[config.mk]
export PLATFORM = sky130hd
export DESIGN_NAME = output_unit
export DESIGN_NICKNAME = d
export VERILOG_FILES = /design/src/rtl/output_unit.sv
export SDC_FILE = /design/constraint.sdc
export NUM_CORES = 1
export LEC_CHECK = 0
export ABC_AREA = 1
export CAP_MARGIN = 10
export CORE_UTILIZATION = 29
export CTS_CLUSTER_SIZE = 12
export DETAILED_ROUTE_END_ITERATION = 7
export HOLD_SLACK_MARGIN = 0.05
export MAX_ROUTING_LAYER = met4
export PLACE_DENSITY_LB_ADDON = 0.2
export SETUP_SLACK_MARGIN = 0.3
export SYNTH_ARGS = -nofsm -noshare
export SYNTH_HDL_FRONTEND = slang
export SYNTH_SLANG_ARGS = --single-unit
[constraint.sdc]
create_clock -name clk -period 5.5 [get_ports clk]
set_input_delay 1.1 -clock clk [delete_from_list [all_inputs] [get_ports clk]]
set_output_delay 1.1 -clock clk [all_outputs]
set_load 0.02 [all_outputs]
[src/rtl/output_unit.sv]
`default_nettype none
// ============================================================================
//  Module   : output_unit
//  Purpose  : Router output port. It buffers flits from the switch, requests
//             the downstream input port and streams one packet per grant.
//  Revision : 1.0
// ============================================================================

package router_pkg;
    localparam int FLIT_SIZE = 32;

    typedef enum logic [1:0] {
        HEAD_FLIT = 2'b01,
        BODY_FLIT = 2'b10,
        TAIL_FLIT = 2'b11
    } flit_type_t;

    typedef struct packed {
        logic                 valid;
        flit_type_t           flit_type;
        logic [FLIT_SIZE-4:0] payload;
    } tail_flit_t;

    typedef union packed {
        tail_flit_t           tail;
        logic [FLIT_SIZE-1:0] raw;
    } FLIT_t;
endpackage

module output_unit #(
    parameter int FLIT_SIZE = router_pkg::FLIT_SIZE,
    parameter int DEPTH     = 8
) (
    input  logic                     clk,
    input  logic                     reset_n,
    input  router_pkg::FLIT_t        i_flit,
    input  logic                     i_flit_push,
    output logic                     o_flit_ready,
    output router_pkg::FLIT_t        o_flit,
    output logic                     o_downstream_req,
    input  logic                     i_transmit_ack,
    output logic                     o_busy,
    output logic [$clog2(DEPTH):0]   o_pkt_count
);
    import router_pkg::*;

    localparam int c_AW = $clog2(DEPTH);
    localparam int c_CW = c_AW + 1;

    typedef enum logic [1:0] {
        S_IDLE    = 2'd0,
        S_REQUEST = 2'd1,
        S_SEND    = 2'd2
    } state_t;

    FLIT_t             r_mem [DEPTH];
    logic [c_AW-1:0]   r_wr_ptr;
    logic [c_AW-1:0]   r_rd_ptr;
    logic [c_CW-1:0]   r_count;
    logic [c_CW-1:0]   r_pkt_count;
    state_t            r_state;
    state_t            w_next_state;
    FLIT_t             r_flit;
    FLIT_t             w_flit_next;
    FLIT_t             w_head;
    logic              r_req;
    logic              w_req_next;
    logic              r_busy;
    logic              w_push;
    logic              w_pop;
    logic              w_pop_en;
    logic              w_push_tail;
    logic              w_pop_tail;

    assign o_flit_ready     = (r_count != c_CW'(DEPTH));
    assign o_flit           = r_flit;
    assign o_downstream_req = r_req;
    assign o_busy           = r_busy;
    assign o_pkt_count      = r_pkt_count;

    assign w_head      = r_mem[r_rd_ptr];
    assign w_push      = i_flit_push && o_flit_ready;
    assign w_pop_en    = w_pop && (r_count != '0);
    assign w_push_tail = w_push && (i_flit.tail.flit_type == TAIL_FLIT);
    assign w_pop_tail  = w_pop_en && (w_head.tail.flit_type == TAIL_FLIT);

    // The registered output flit tells SEND when the tail has gone out.
    always_comb begin
        w_next_state = r_state;
        w_req_next   = 1'b0;
        w_flit_next  = '0;
        w_pop        = 1'b0;
        case (r_state)
            S_IDLE: begin
                if (r_pkt_count != '0) begin
                    w_next_state = S_REQUEST;
                    w_req_next   = 1'b1;
                end
            end
            S_REQUEST: begin
                w_req_next = 1'b1;
                if (i_transmit_ack) begin
                    w_next_state               = S_SEND;
                    w_req_next                 = 1'b0;
                    w_pop                      = 1'b1;
                    w_flit_next                = w_head;
                    w_flit_next.raw[FLIT_SIZE-1] = 1'b1;
                end
            end
            S_SEND: begin
                if (r_flit.tail.flit_type == TAIL_FLIT) begin
                    w_next_state = S_IDLE;
                end else begin
                    w_pop                        = 1'b1;
                    w_flit_next                  = w_head;
                    w_flit_next.raw[FLIT_SIZE-1] = 1'b1;
                end
            end
            default: w_next_state = S_IDLE;
        endcase
    end

    always_ff @(posedge clk or negedge reset_n) begin
        if (!reset_n) begin
            r_state     <= S_IDLE;
            r_req       <= 1'b0;
            r_flit      <= '0;
            r_busy      <= 1'b0;
            r_wr_ptr    <= '0;
            r_rd_ptr    <= '0;
            r_count     <= '0;
            r_pkt_count <= '0;
        end else begin
            r_state     <= w_next_state;
            r_req       <= w_req_next;
            r_flit      <= w_flit_next;
            r_busy      <= (w_next_state != S_IDLE);
            if (w_push)
                r_wr_ptr <= r_wr_ptr + c_AW'(1);
            if (w_pop_en)
                r_rd_ptr <= r_rd_ptr + c_AW'(1);
            r_count     <= r_count + c_CW'(w_push) - c_CW'(w_pop_en);
            r_pkt_count <= r_pkt_count + c_CW'(w_push_tail) - c_CW'(w_pop_tail);
        end
    end

    // Storage needs no reset: reset clears the pointers, discarding contents.
    always_ff @(posedge clk) begin
        if (w_push)
            r_mem[r_wr_ptr] <= i_flit;
    end

    a_no_pop_when_empty: assert property (
        @(posedge clk) disable iff (!reset_n) !(w_pop && (r_count == '0))
    );

endmodule

`default_nettype wire

==> run_results.csv, run 1 <==
group,metric,value,unit
timing,setup_tns,0,ns
pwr,finalPower,7.84,mW
drt,drt-wirelength-per-cell,16.8,µm
finish,finalInstanceArea,0.0143,mm²
cts,insertion_delay,0.52,ns
global_route,via_count_of_the_first_global_routing_pass,7199,
synthesis,yosys.area_share.simple,15.2,%
setup_path,setup.worst_path.class,"register to register",
timing,worst_clock_skew,0.0146,ns
finish,n_fill_cell,3894,
setup_path,cp_top_family,"flip-flops",
placement,port_buffers,73,
synthesis,synth.cell_area,0.0119,mm²
cts,h-tree-depth,2,
timing,period_share,57.4,%
finish,final_nets,1132,
setup_path,worstPathCellList,"inv_4, nand2_1, nand3_1, nand3_1, nand3_1, nor2_1, ha_1, inv_1, ha_1, inv_1, fa_1, xnor2_1",
placement,dp_slack,1.76,ns
synthesis,yosys_warnings,0,
drt,postRouteAntennaNets,0,
synthesis,main_combinational_cell_family_by_area_after_synthesis,"simple AND/OR/NAND/NOR gates",
pwr,netSwitchingFraction,34.8,%
drt,route.detailed.drc,0,
run_status,status,"finished, final reports clean",
drt,routed_via_density,4.38,
setup_path,worst_path_largest_cell_delay,0.95,ns
pwr,internal_power,5.12,mW
timing,worst_slack,2.34,ns
pwr,total_switching_power,2.73,mW
finish,multiInputGateArea,0.00283,mm²
cts,cts_tree,"yes",
global_route,initial_antenna_violation_count,1,
global_route,wire_length_of_the_first_global_routing_pass,42.3,mm
finish,ff_latch_area,0.00870,mm²
cts,post-cts-setup-buffer-count,0,
cts,clock_tree.root_cell,"sky130_fd_sc_hd__clkbuf_16",
global_route,grt_start_max_net_pins,79,
pwr,power.combinational.fraction,31.0,%
floorplanning,die_height,204,µm
setup_path,end_kind,"register",
placement,detailed_place.area,0.0132,mm²
global_route,grt.total_usage,13.8,%
setup_path,cell_with_the_biggest_individual_delay_on_the_critical_path,"sky130_fd_sc_hd__dfrtp_4",
setup_path,critical_path_buf_inv_count,3,
floorplanning,floorplan.io_pins,75,
synthesis,ys_seq_area_share,73.3,%
setup_path,crit_top_cell,"sky130_fd_sc_hd__nand3_1",
cts,cts_inserted_buffers,35,
setup_path,cp_data_required_time,5.89,ns
placement,gp_congestion,0.725,
pwr,pwr_density_cell,548,mW/mm²
floorplanning,floorplan.core_area,0.0401,mm²
finish,layout_common_cells,"sky130_fd_sc_hd__nor2_1, sky130_fd_sc_hd__edfxtp_1, sky130_fd_sc_hd__nand2_1",
run,maxCapViolations,0,
finish,flow.area_growth_from_synthesis,20.5,%
synthesis,yosys-mux-area-fraction,0,%
synthesis,syn_avg_cell_area,11.9,µm²
timing,setup_viol,0,
timing,maxClockFrequency,317,MHz
finish,final_layout_size_suffix_gt1_share,7.17,%
cts,cts.reportedPaths.clkPinSlew,0.06,ns
timing,timing.final.max_slew_violations,0,
drt,drt_first_iter_violations,386,
finish,finish.utilization,35.7,%
timing,finalHoldViolCount,0,
hold_path,hold_class,"register to register",
floorplanning,initial_utilization,29.6,%
drt,vias_after_detailed_routing,7134,
floorplanning,die_width,204,µm
synthesis,synthCells,1001,
synthesis,synth_area_in_adders,2.23,%
synthesis,share_of_the_synthesized_area_in_compound_gates_ao_oa_aoi_oai,5.33,%
setup_path,worstPathMaxFanout,64,
placement,dp.final_hpwl,14.5,mm
timing,final.min_clock_period,3.16,ns
global_route,globalRouteOverflowTotal,0,
cts,ctsResizeCount,0,
synthesis,synth.lib_cells_used.distinct,23,
drt,sum_of_routed_wire_length_over_all_layers,27.4,mm
cts,cts_hold_repair.buffers,0,
pwr,max-vdd-ir-drop,0.000247,V
cts,clock_sink_count,298,
setup_path,data_arrival_time_of_the_critical_path,3.54,ns
floorplanning,rows,73,
cts,clock_tree.buffer_depth,3,
floorplanning,dieArea,0.0417,mm²
synthesis,yosys_register_bits,298,
synthesis,synth_fp_nets,1057,
timing,rsz0062_at_grt,"false",
pwr,relative_contribution_of_sequential_cells_to_total_power,39.9,%
pwr,leakage,5.24,nW
synthesis,synthXorXnorAreaFrac,0.443,%
finish,mostFrequentLayoutCell,"sky130_fd_sc_hd__nor2_1",
pwr,clock_power_share,29.1,%
timing,worst-slew-pin-transition,1.06,ns
timing,max-slew-margin-rel,29.5,%
drt,firstDrtPassIters,4,
setup_path,setup.worst_path.start_class,"register",
[state kept, by name, indices dropped and copies added (netlist names)]
| signal | flops |
|---|---|
| r_rd_ptr | 3 |
| r_state | 2 |
| o_flit | 32 |
| r_count | 4 |
| r_mem | 248 |
| o_pkt_count | 4 |
| o_busy | 1 |
| r_wr_ptr | 3 |
| o_downstream_req | 1 |
[cells by family after synthesis]
kind of cell | count (synthesis)
simple gates | 464
flops | 298
compound gates | 126
buf+inv | 87
fa+ha+maj | 20
xor+xnor | 6
[worst reg2reg max path: cells and delay by family, from the launching register on]
family / cells / cell delay, ns
AND/OR/NAND/NOR: 5 / 0.60
flip-flops: 1 / 0.95
buffers and inverters: 3 / 0.55
adder cells (fa/ha/maj): 3 / 0.78
XOR/XNOR: 1 / 0.14
[routing by layer]
metal / track usage, % / wire length, µm / up-vias
met5: - / 0 / -
met4: 4.08 / 591 / 0
met3: 2.30 / 1120 / 45
met2: 22.2 / 13000 / 125
met1: 17.8 / 12700 / 3418
li1: - / - / 3546
[synthesized netlist by cell type]
master | n | area, µm²
sky130_fd_sc_hd__buf_6 | 8 | 90.1
sky130_fd_sc_hd__a21oi_1 | 3 | 15.0
sky130_fd_sc_hd__nand2_1 | 104 | 390
sky130_fd_sc_hd__clkbuf_1 | 11 | 41.3
sky130_fd_sc_hd__or2_2 | 1 | 6.26
sky130_fd_sc_hd__o21ai_1 | 68 | 340
sky130_fd_sc_hd__xnor2_1 | 4 | 35.0
sky130_fd_sc_hd__ha_1 | 18 | 225
sky130_fd_sc_hd__fa_1 | 2 | 40.0
sky130_fd_sc_hd__buf_2 | 21 | 105
sky130_fd_sc_hd__o21ai_0 | 54 | 270
sky130_fd_sc_hd__inv_1 | 35 | 131
sky130_fd_sc_hd__buf_4 | 1 | 7.51
sky130_fd_sc_hd__a21boi_1 | 1 | 7.51
sky130_fd_sc_hd__nor2_1 | 313 | 1170
sky130_fd_sc_hd__nand4_1 | 1 | 6.26
sky130_fd_sc_hd__inv_4 | 1 | 6.26
sky130_fd_sc_hd__edfxtp_1 | 248 | 7450
sky130_fd_sc_hd__inv_2 | 1 | 3.75
sky130_fd_sc_hd__dfrtp_1 | 50 | 1250
sky130_fd_sc_hd__xor2_1 | 2 | 17.5
sky130_fd_sc_hd__buf_1 | 9 | 33.8
sky130_fd_sc_hd__nand3_1 | 45 | 225
[power groups by stage]
stage          combinational (mW)  clock [mW]  sequential, mW
6_report                     2.43        2.28            3.13
3_5_place_dp                 2.49           0            3.18
2_1_floorplan                1.66           0            3.17
5_1_grt                      2.78        2.44            3.18
3_3_place_gp                 2.47           0            3.18
4_1_cts                      2.49        2.35            3.14
[worst paths after layout]
path	to	slack, ns	depth (start not counted)	from
max in group asynchronous	r_rd_ptr[0]	4.21	2	reset_n
min in group asynchronous	r_state[0]	0.75	2	reset_n
setup reg to reg	o_pkt_count[2]	2.34	12	r_rd_ptr[0]
setup / recovery	o_pkt_count[2]	2.34	12	r_rd_ptr[0]
hold / removal	r_count[0]	0.52	1	r_count[0]
hold reg to reg	r_count[0]	0.52	1	r_count[0]
[area by class of cell]
| type | instances | area share (%) |
|---|---|---|
| diodes | 1 | 0.0175 |
| inverters | 37 | 0.989 |
| flip-flops and latches | 298 | 60.9 |
| clock inverters | 12 | 1.02 |
| well taps | 525 | 4.59 |
| multi-input cells | 616 | 19.8 |
| repair buffers | 88 | 5.86 |
| clock buffers | 51 | 6.90 |
[stage by stage]
| step | hold WS [ns] | cells |
|---|---|---|
| 4_1_cts | 0.523 | 1627 |
| 3_5_place_dp | 0.509 | 1564 |
| 3_3_place_gp | 0.509 | 1564 |
| 2_1_floorplan | 0.478 | 1001 |
| 6_report | 0.516 | 1628 |
| 5_1_grt | 0.555 | 1628 |
(Power assumes the default switching activity.)
==> run 2: changes to the inputs <==
==> constraint.sdc (replaced) <==
create_clock -name clk -period 3.2 [get_ports clk]
set_input_delay 0.64 -clock clk [delete_from_list [all_inputs] [get_ports clk]]
set_output_delay 0.64 -clock clk [all_outputs]
set_load 0.02 [all_outputs]
==> run 2 against run 1 <==
  * Hold slack got worse by 0.39 ns
  * Final area up 0.26%
  * First-iteration DRC count increased by 12%
  * Sequential power up 67%
  * Clock power is 55% higher
  * Global-route usage is 0.056 points higher
  * Critical path type unchanged
  * Critical endpoint is now o_pkt_count[1]
  * Largest cell class unchanged
  * Highest routed layer unchanged
==> run_results.csv, run 2 (same netlist as run 1, synthesis figures left out) <==
group,metric,value,unit
finish,final_layout_size_suffix_gt1_share,7.91,%
run_status,status,"finished, final reports clean",
floorplanning,die_width,204,µm
setup_path,end_kind,"register",
pwr,power.combinational.fraction,33.5,%
pwr,relative_contribution_of_sequential_cells_to_total_power,39.7,%
floorplanning,floorplan.core_area,0.0401,mm²
pwr,internal_power,8.59,mW
global_route,global_route.usage.met2,22.4,%
drt,drt_first_iter_violations,431,
cts,post-cts-setup-buffer-count,0,
setup_path,setup.worst_path.class,"register to register",
floorplanning,rows,73,
setup_path,critical_path.reg2reg.endpoint,"o_pkt_count[1]",
placement,dp.final_hpwl,15.4,mm
run,maxCapViolations,0,
timing,worst_slack,0.634,ns
global_route,globalRouteOverflowTotal,0,
setup_path,worstPathCellList,"inv_4, nand2_1, nand2_1, nand2_1, nand3_1, nand3_1, nor2_1, ha_1, inv_1, ha_1, inv_1, fa_1, inv_1",
finish,final_nets,1144,
timing,finalHoldViolCount,0,
timing,max-slew-margin-rel,35.6,%
setup_path,cell_with_the_biggest_individual_delay_on_the_critical_path,"sky130_fd_sc_hd__dfrtp_4",
timing,final.min_clock_period,2.57,ns
floorplanning,die_height,204,µm
drt,route.detailed.drc,0,
cts,insertion_delay,0.55,ns
setup_path,setup.worst_path.start_class,"register",
finish,mostFrequentLayoutCell,"sky130_fd_sc_hd__nor2_1",
global_route,global_route.usage.met1,18.3,%
cts,cts_tree,"yes",
placement,port_buffers,73,
drt,drt-wirelength-per-cell,16.7,µm
floorplanning,initial_utilization,29.6,%
drt,routed_via_density,4.44,
cts,cts.reportedPaths.clkPinSlew,0.06,ns
global_route,wire_length_of_the_first_global_routing_pass,42.9,mm
cts,ctsResizeCount,0,
floorplanning,floorplan.io_pins,75,
pwr,finalPower,13.2,mW
finish,largest_register_ffs,248,
timing,setup_viol,0,
global_route,global_route.peak_usage_layer,"met2",
drt,vias_after_detailed_routing,7276,
pwr,clock_power_share,26.8,%
pwr,netSwitchingFraction,34.8,%
setup_path,ff2ff_setup_slack,0.63,ns
setup_path,data_arrival_time_of_the_critical_path,3.01,ns
placement,gp_congestion,0.746,
pwr,total_switching_power,4.59,mW
pwr,pwr_density_cell,920,mW/mm²
hold_path,hold_class,"input pin to async pin",
finish,flow.area_growth_from_synthesis,20.8,%
timing,timing.final.max_slew_violations,0,
cts,clock_sink_count,298,
setup_path,worst_path_largest_cell_delay,0.57,ns
timing,rsz0062_at_grt,"false",
drt,firstDrtPassIters,4,
setup_path,crit-reg2reg-launch,"r_rd_ptr[0]",
finish,registers.top_by_ff_count,"r_mem",
floorplanning,dieArea,0.0417,mm²
setup_path,cell_depth_of_the_worst_flop_to_flop_path,13,
timing,maxClockFrequency,390,MHz
cts,h-tree-depth,1,
setup_path,worstPathMaxFanout,36,
drt,postRouteAntennaNets,0,
global_route,initial_antenna_violation_count,2,
finish,layout_common_cells,"sky130_fd_sc_hd__nor2_1, sky130_fd_sc_hd__edfxtp_1, sky130_fd_sc_hd__nand2_1",
global_route,via_count_of_the_first_global_routing_pass,7250,
drt,sum_of_routed_wire_length_over_all_layers,27.3,mm
pwr,max-vdd-ir-drop,0.000411,V
global_route,grt_start_max_net_pins,89,
timing,period_share,80.2,%
placement,dp_slack,0.333,ns
setup_path,cp_data_required_time,3.65,ns
timing,setup_tns,0,ns
global_route,grt.total_usage,13.8,%
cts,cts_hold_repair.buffers,0,
cts,cts_inserted_buffers,31,
pwr,leakage,5.26,nW
timing,worst-slew-pin-transition,0.965,ns
global_route,grt.met3_usage,2.04,%
cts,clock_tree.buffer_depth,3,
timing,worst_clock_skew,0.00808,ns
cts,clock_tree.root_cell,"sky130_fd_sc_hd__clkbuf_16",
[run 2: cell types whose count changed in the layout (fill, tap and decap cells not counted)]
| cell | before | now |
|---|---|---|
| sky130_fd_sc_hd__clkinv_2 | 4 | 2 |
| sky130_fd_sc_hd__buf_4 | 15 | 27 |
| sky130_fd_sc_hd__buf_12 | 0 | 4 |
| sky130_fd_sc_hd__clkinv_8 | 1 | 0 |
| sky130_fd_sc_hd__clkinv_1 | 3 | 0 |
| sky130_fd_sc_hd__diode_2 | 1 | 2 |
| sky130_fd_sc_hd__clkbuf_8 | 3 | 4 |
| sky130_fd_sc_hd__clkbuf_16 | 36 | 32 |
| sky130_fd_sc_hd__clkbuf_1 | 12 | 17 |
| sky130_fd_sc_hd__bufinv_16 | 3 | 2 |
[run 2: stage by stage]
stage / hold slack [ns] / cell area, µm² / utilization (%) / instances
after global routing: 0.159 / 14300 / 35.8 / 1640
after global placement: 0.508 / 13300 / 33.3 / 1580
after floorplan: 0.344 / 11900 / - / 1001
final: 0.121 / 14300 / 35.8 / 1640
after CTS: 0.119 / 14300 / 35.8 / 1638
after detailed placement: 0.509 / 13300 / 33.3 / 1580
[run 2: final cells by class]
class,count,area (µm²)
inverters,37,141
flip-flops and latches,298,8700
fillers,3928,25800
repair buffers,104,1010
clock buffers,53,920
multi-input cells,616,2830
well taps,525,657
diodes,2,5.00
clock inverters,5,78.8
[run 2: power by group through the flow]
stage / clock network, mW / logic [mW] / registers (mW)
global route: 3.78 / 5.03 / 5.32
CTS: 3.63 / 4.54 / 5.25
detailed placement: 0 / 4.53 / 5.33
global placement: 0 / 4.49 / 5.32
finish: 3.53 / 4.42 / 5.24
floorplan: 0 / 2.85 / 5.45
[run 2: worst max-delay path by stage]
stage / endpoint / from / cells past startpoint / slack, ns
2_1_floorplan: r_mem[0][0] / r_count[2] / 6 / 0.24
3_3_place_gp: o_pkt_count[1] / i_transmit_ack / 13 / 0.34
3_5_place_dp: o_pkt_count[1] / i_transmit_ack / 13 / 0.33
4_1_cts: o_pkt_count[1] / r_rd_ptr[0] / 13 / 0.60
5_1_grt: o_pkt_count[2] / r_rd_ptr[0] / 13 / 0.44
6_report: o_pkt_count[1] / r_rd_ptr[0] / 13 / 0.63
[run 2: critical path, delay by kind of cell, from the launching register on]
family	cells	cell delay, ns
adder cells (fa/ha/maj)	3	0.90
flip-flops	1	0.57
AND/OR/NAND/NOR	6	0.49
buffers and inverters	4	0.49
[run 2: layer usage]
metal	routed length [µm]	up-vias	part of all wire, %
met1	12800	3543	47
met4	540	0	2.0
met5	0	-	0
met3	1040	40	3.8
li1	-	3564	-
met2	12900	129	47
==> run 3: changes to the inputs <==
==> constraint.sdc (replaced) <==
create_clock -name clk -period 2.35 [get_ports clk]
set_input_delay 0.47 -clock clk [delete_from_list [all_inputs] [get_ports clk]]
set_output_delay 0.47 -clock clk [all_outputs]
set_load 0.02 [all_outputs]
==> run 3 against run 2 <==
  * Global-route usage grew 0.13 points
  * Clock-buffer cell count grew 7
  * Clock skew grew 0.0062 ns
  * Register-to-register slack lost 0.57 ns
  * Combinational power grew 76%
==> run_results.csv, run 3 (same netlist as run 1, synthesis figures left out) <==
group,metric,value,unit
finish,mostFrequentLayoutCell,"sky130_fd_sc_hd__nor2_1",
timing,period_share,97.3,%
global_route,globalRouteOverflowTotal,0,
setup_path,setup.worst_path.start_class,"register",
global_route,wire_length_of_the_first_global_routing_pass,43.3,mm
floorplanning,dieArea,0.0417,mm²
setup_path,end_kind,"register",
pwr,max-vdd-ir-drop,0.000653,V
timing,final.min_clock_period,2.29,ns
run,maxCapViolations,0,
finish,registers.top_by_ff_count,"r_mem",
drt,sum_of_routed_wire_length_over_all_layers,29.1,mm
cts,clock_tree.root_cell,"sky130_fd_sc_hd__clkbuf_16",
timing,worst-slew-pin-transition,0.528,ns
timing,worst_clock_skew,0.0142,ns
placement,port_buffers,73,
floorplanning,die_width,204,µm
timing,finalHoldViolCount,0,
setup_path,crit-reg2reg-launch,"r_rd_ptr[0]",
floorplanning,floorplan.core_area,0.0401,mm²
global_route,grt.total_usage,14.0,%
pwr,finalPower,20.1,mW
hold_path,hold_class,"input pin to async pin",
cts,h-tree-depth,2,
finish,final_cell_count_without_fillers,1688,
drt,drt_first_iter_violations,305,
finish,flow.area_growth_from_synthesis,31.1,%
cts,cts_inserted_buffers,36,
timing,max-slew-margin-rel,64.8,%
drt,drt-wirelength-per-cell,17.3,µm
cts,insertion_delay,0.52,ns
timing,maxClockFrequency,437,MHz
finish,largest_register_ffs,248,
pwr,pwr_density_cell,1290,mW/mm²
pwr,leakage,5.71,nW
finish,finish.utilization,38.8,%
timing,timing.final.max_slew_violations,0,
cts,clock_sink_count,298,
setup_path,startpoint,"r_rd_ptr[0]",
setup_path,worstPathMaxFanout,7,
placement,dp.final_hpwl,16.0,mm
setup_path,cp_data_required_time,2.76,ns
timing,setup_tns,0,ns
timing,setup_viol,0,
drt,routed_via_density,4.43,
placement,post-place-cells,1599,
cts,cts.reportedPaths.clkPinSlew,0.05,ns
finish,layout_common_cells,"sky130_fd_sc_hd__nor2_1, sky130_fd_sc_hd__edfxtp_1, sky130_fd_sc_hd__nand2_1, sky130_fd_sc_hd__clkdlybuf4s50_1, sky130_fd_sc_hd__o21ai_1",
cts,clock_tree.buffer_depth,3,
setup_path,worstPathCellList,"buf_6, nand2_1, nand3_1, nand3_2, nand3_2, nor2_2, ha_2, inv_2, ha_4, inv_2, fa_2, inv_1",
setup_path,setup.worst_path.class,"register to register",
setup_path,data_arrival_time_of_the_critical_path,2.69,ns
floorplanning,initial_utilization,29.6,%
drt,firstDrtPassIters,5,
finish,final_nets,1190,
cts,cts_tree,"yes",
timing,rsz0062_at_grt,"true",
placement,gp_congestion,0.720,
floorplanning,floorplan.io_pins,75,
run_status,status,"finished, final reports clean",
placement,detailed_place.area,0.0136,mm²
floorplanning,die_height,204,µm
global_route,grt_start_max_net_pins,49,
drt,postRouteAntennaNets,0,
finish,finalInstanceArea,0.0156,mm²
drt,vias_after_detailed_routing,7484,
setup_path,worst_path_largest_cell_delay,0.54,ns
drt,route.detailed.drc,0,
global_route,via_count_of_the_first_global_routing_pass,7375,
global_route,initial_antenna_violation_count,1,
finish,final_layout_size_suffix_gt1_share,19.4,%
floorplanning,rows,73,
setup_path,cell_with_the_biggest_individual_delay_on_the_critical_path,"sky130_fd_sc_hd__dfrtp_4",
-- run 3: layout make-up --
type	count	area [µm²]
Multi-Input combinational cell	616	3390
Clock buffer	60	1050
Timing Repair Buffer	145	1530
Antenna cell	1	2.50
Clock inverter	6	63.8
Tap cell	525	657
Fill cell	3763	24500
Sequential cell	298	8710
Inverter	37	161
-- run 3: repair_timing --
| item | 4_1_cts | 5_1_grt |
|---|---|---|
| hold buffers | 1 | 0 |
| setup buffers | 9 | 9 |
| gates resized for setup | 12 | 160 |
| setup endpoints to repair | 7 | 37 |
| pin swaps | 2 | 71 |
| endpoints found under the hold margin | 13 | 0 |
| cloned | 0 | 3 |
-- run 3: metal layers --
layer  share of wire, %  global-route usage, %  wire length, µm  vias to the layer above
li1                   -                      -                -                     3679
met1                 47                   18.4            13700                     3653
met2                 48                   22.4            13900                      109
met3                3.6                   2.22             1050                       43
met4                1.8                   3.65              537                        0
met5                  0                      -                0                        -
-- run 3: worst max-delay path: cells and delay by family (launching register included) --
kind	cells	cell delay, ns
adders and majority gates	3	0.91
and+or+nand+nor	5	0.43
DFF	1	0.54
buffers and inverters	4	0.30
-- run 3: power by group --
part           switching (mW)  leakage (nW)  internal, mW
Clock                    2.08         0.536          3.16
Sequential              0.346          2.90          6.76
Combinational            4.87          2.27          2.91
-- run 3: final timing paths --
kind | endpoint | slack (ns) | cells after the start
min reg2reg | r_count[0] | 0.56 | 1
max reg2reg | o_pkt_count[1] | 0.06 | 12
max in group asynchronous | o_flit[12] | 1.30 | 3
max | o_pkt_count[1] | 0.06 | 12
min in group clk | r_count[0] | 0.56 | 1
min | o_flit[0] | 0.47 | 2
-- run 3: per-stage QoR --
stage / setup WS, ns / hold WS, ns
CTS: 0.0592 / 0.505
finish: 0.0636 / 0.467
global placement: -0.250 / 0.445
floorplan: 0.113 / 0.174
global route: -0.0399 / 0.532
detailed placement: -0.248 / 0.449
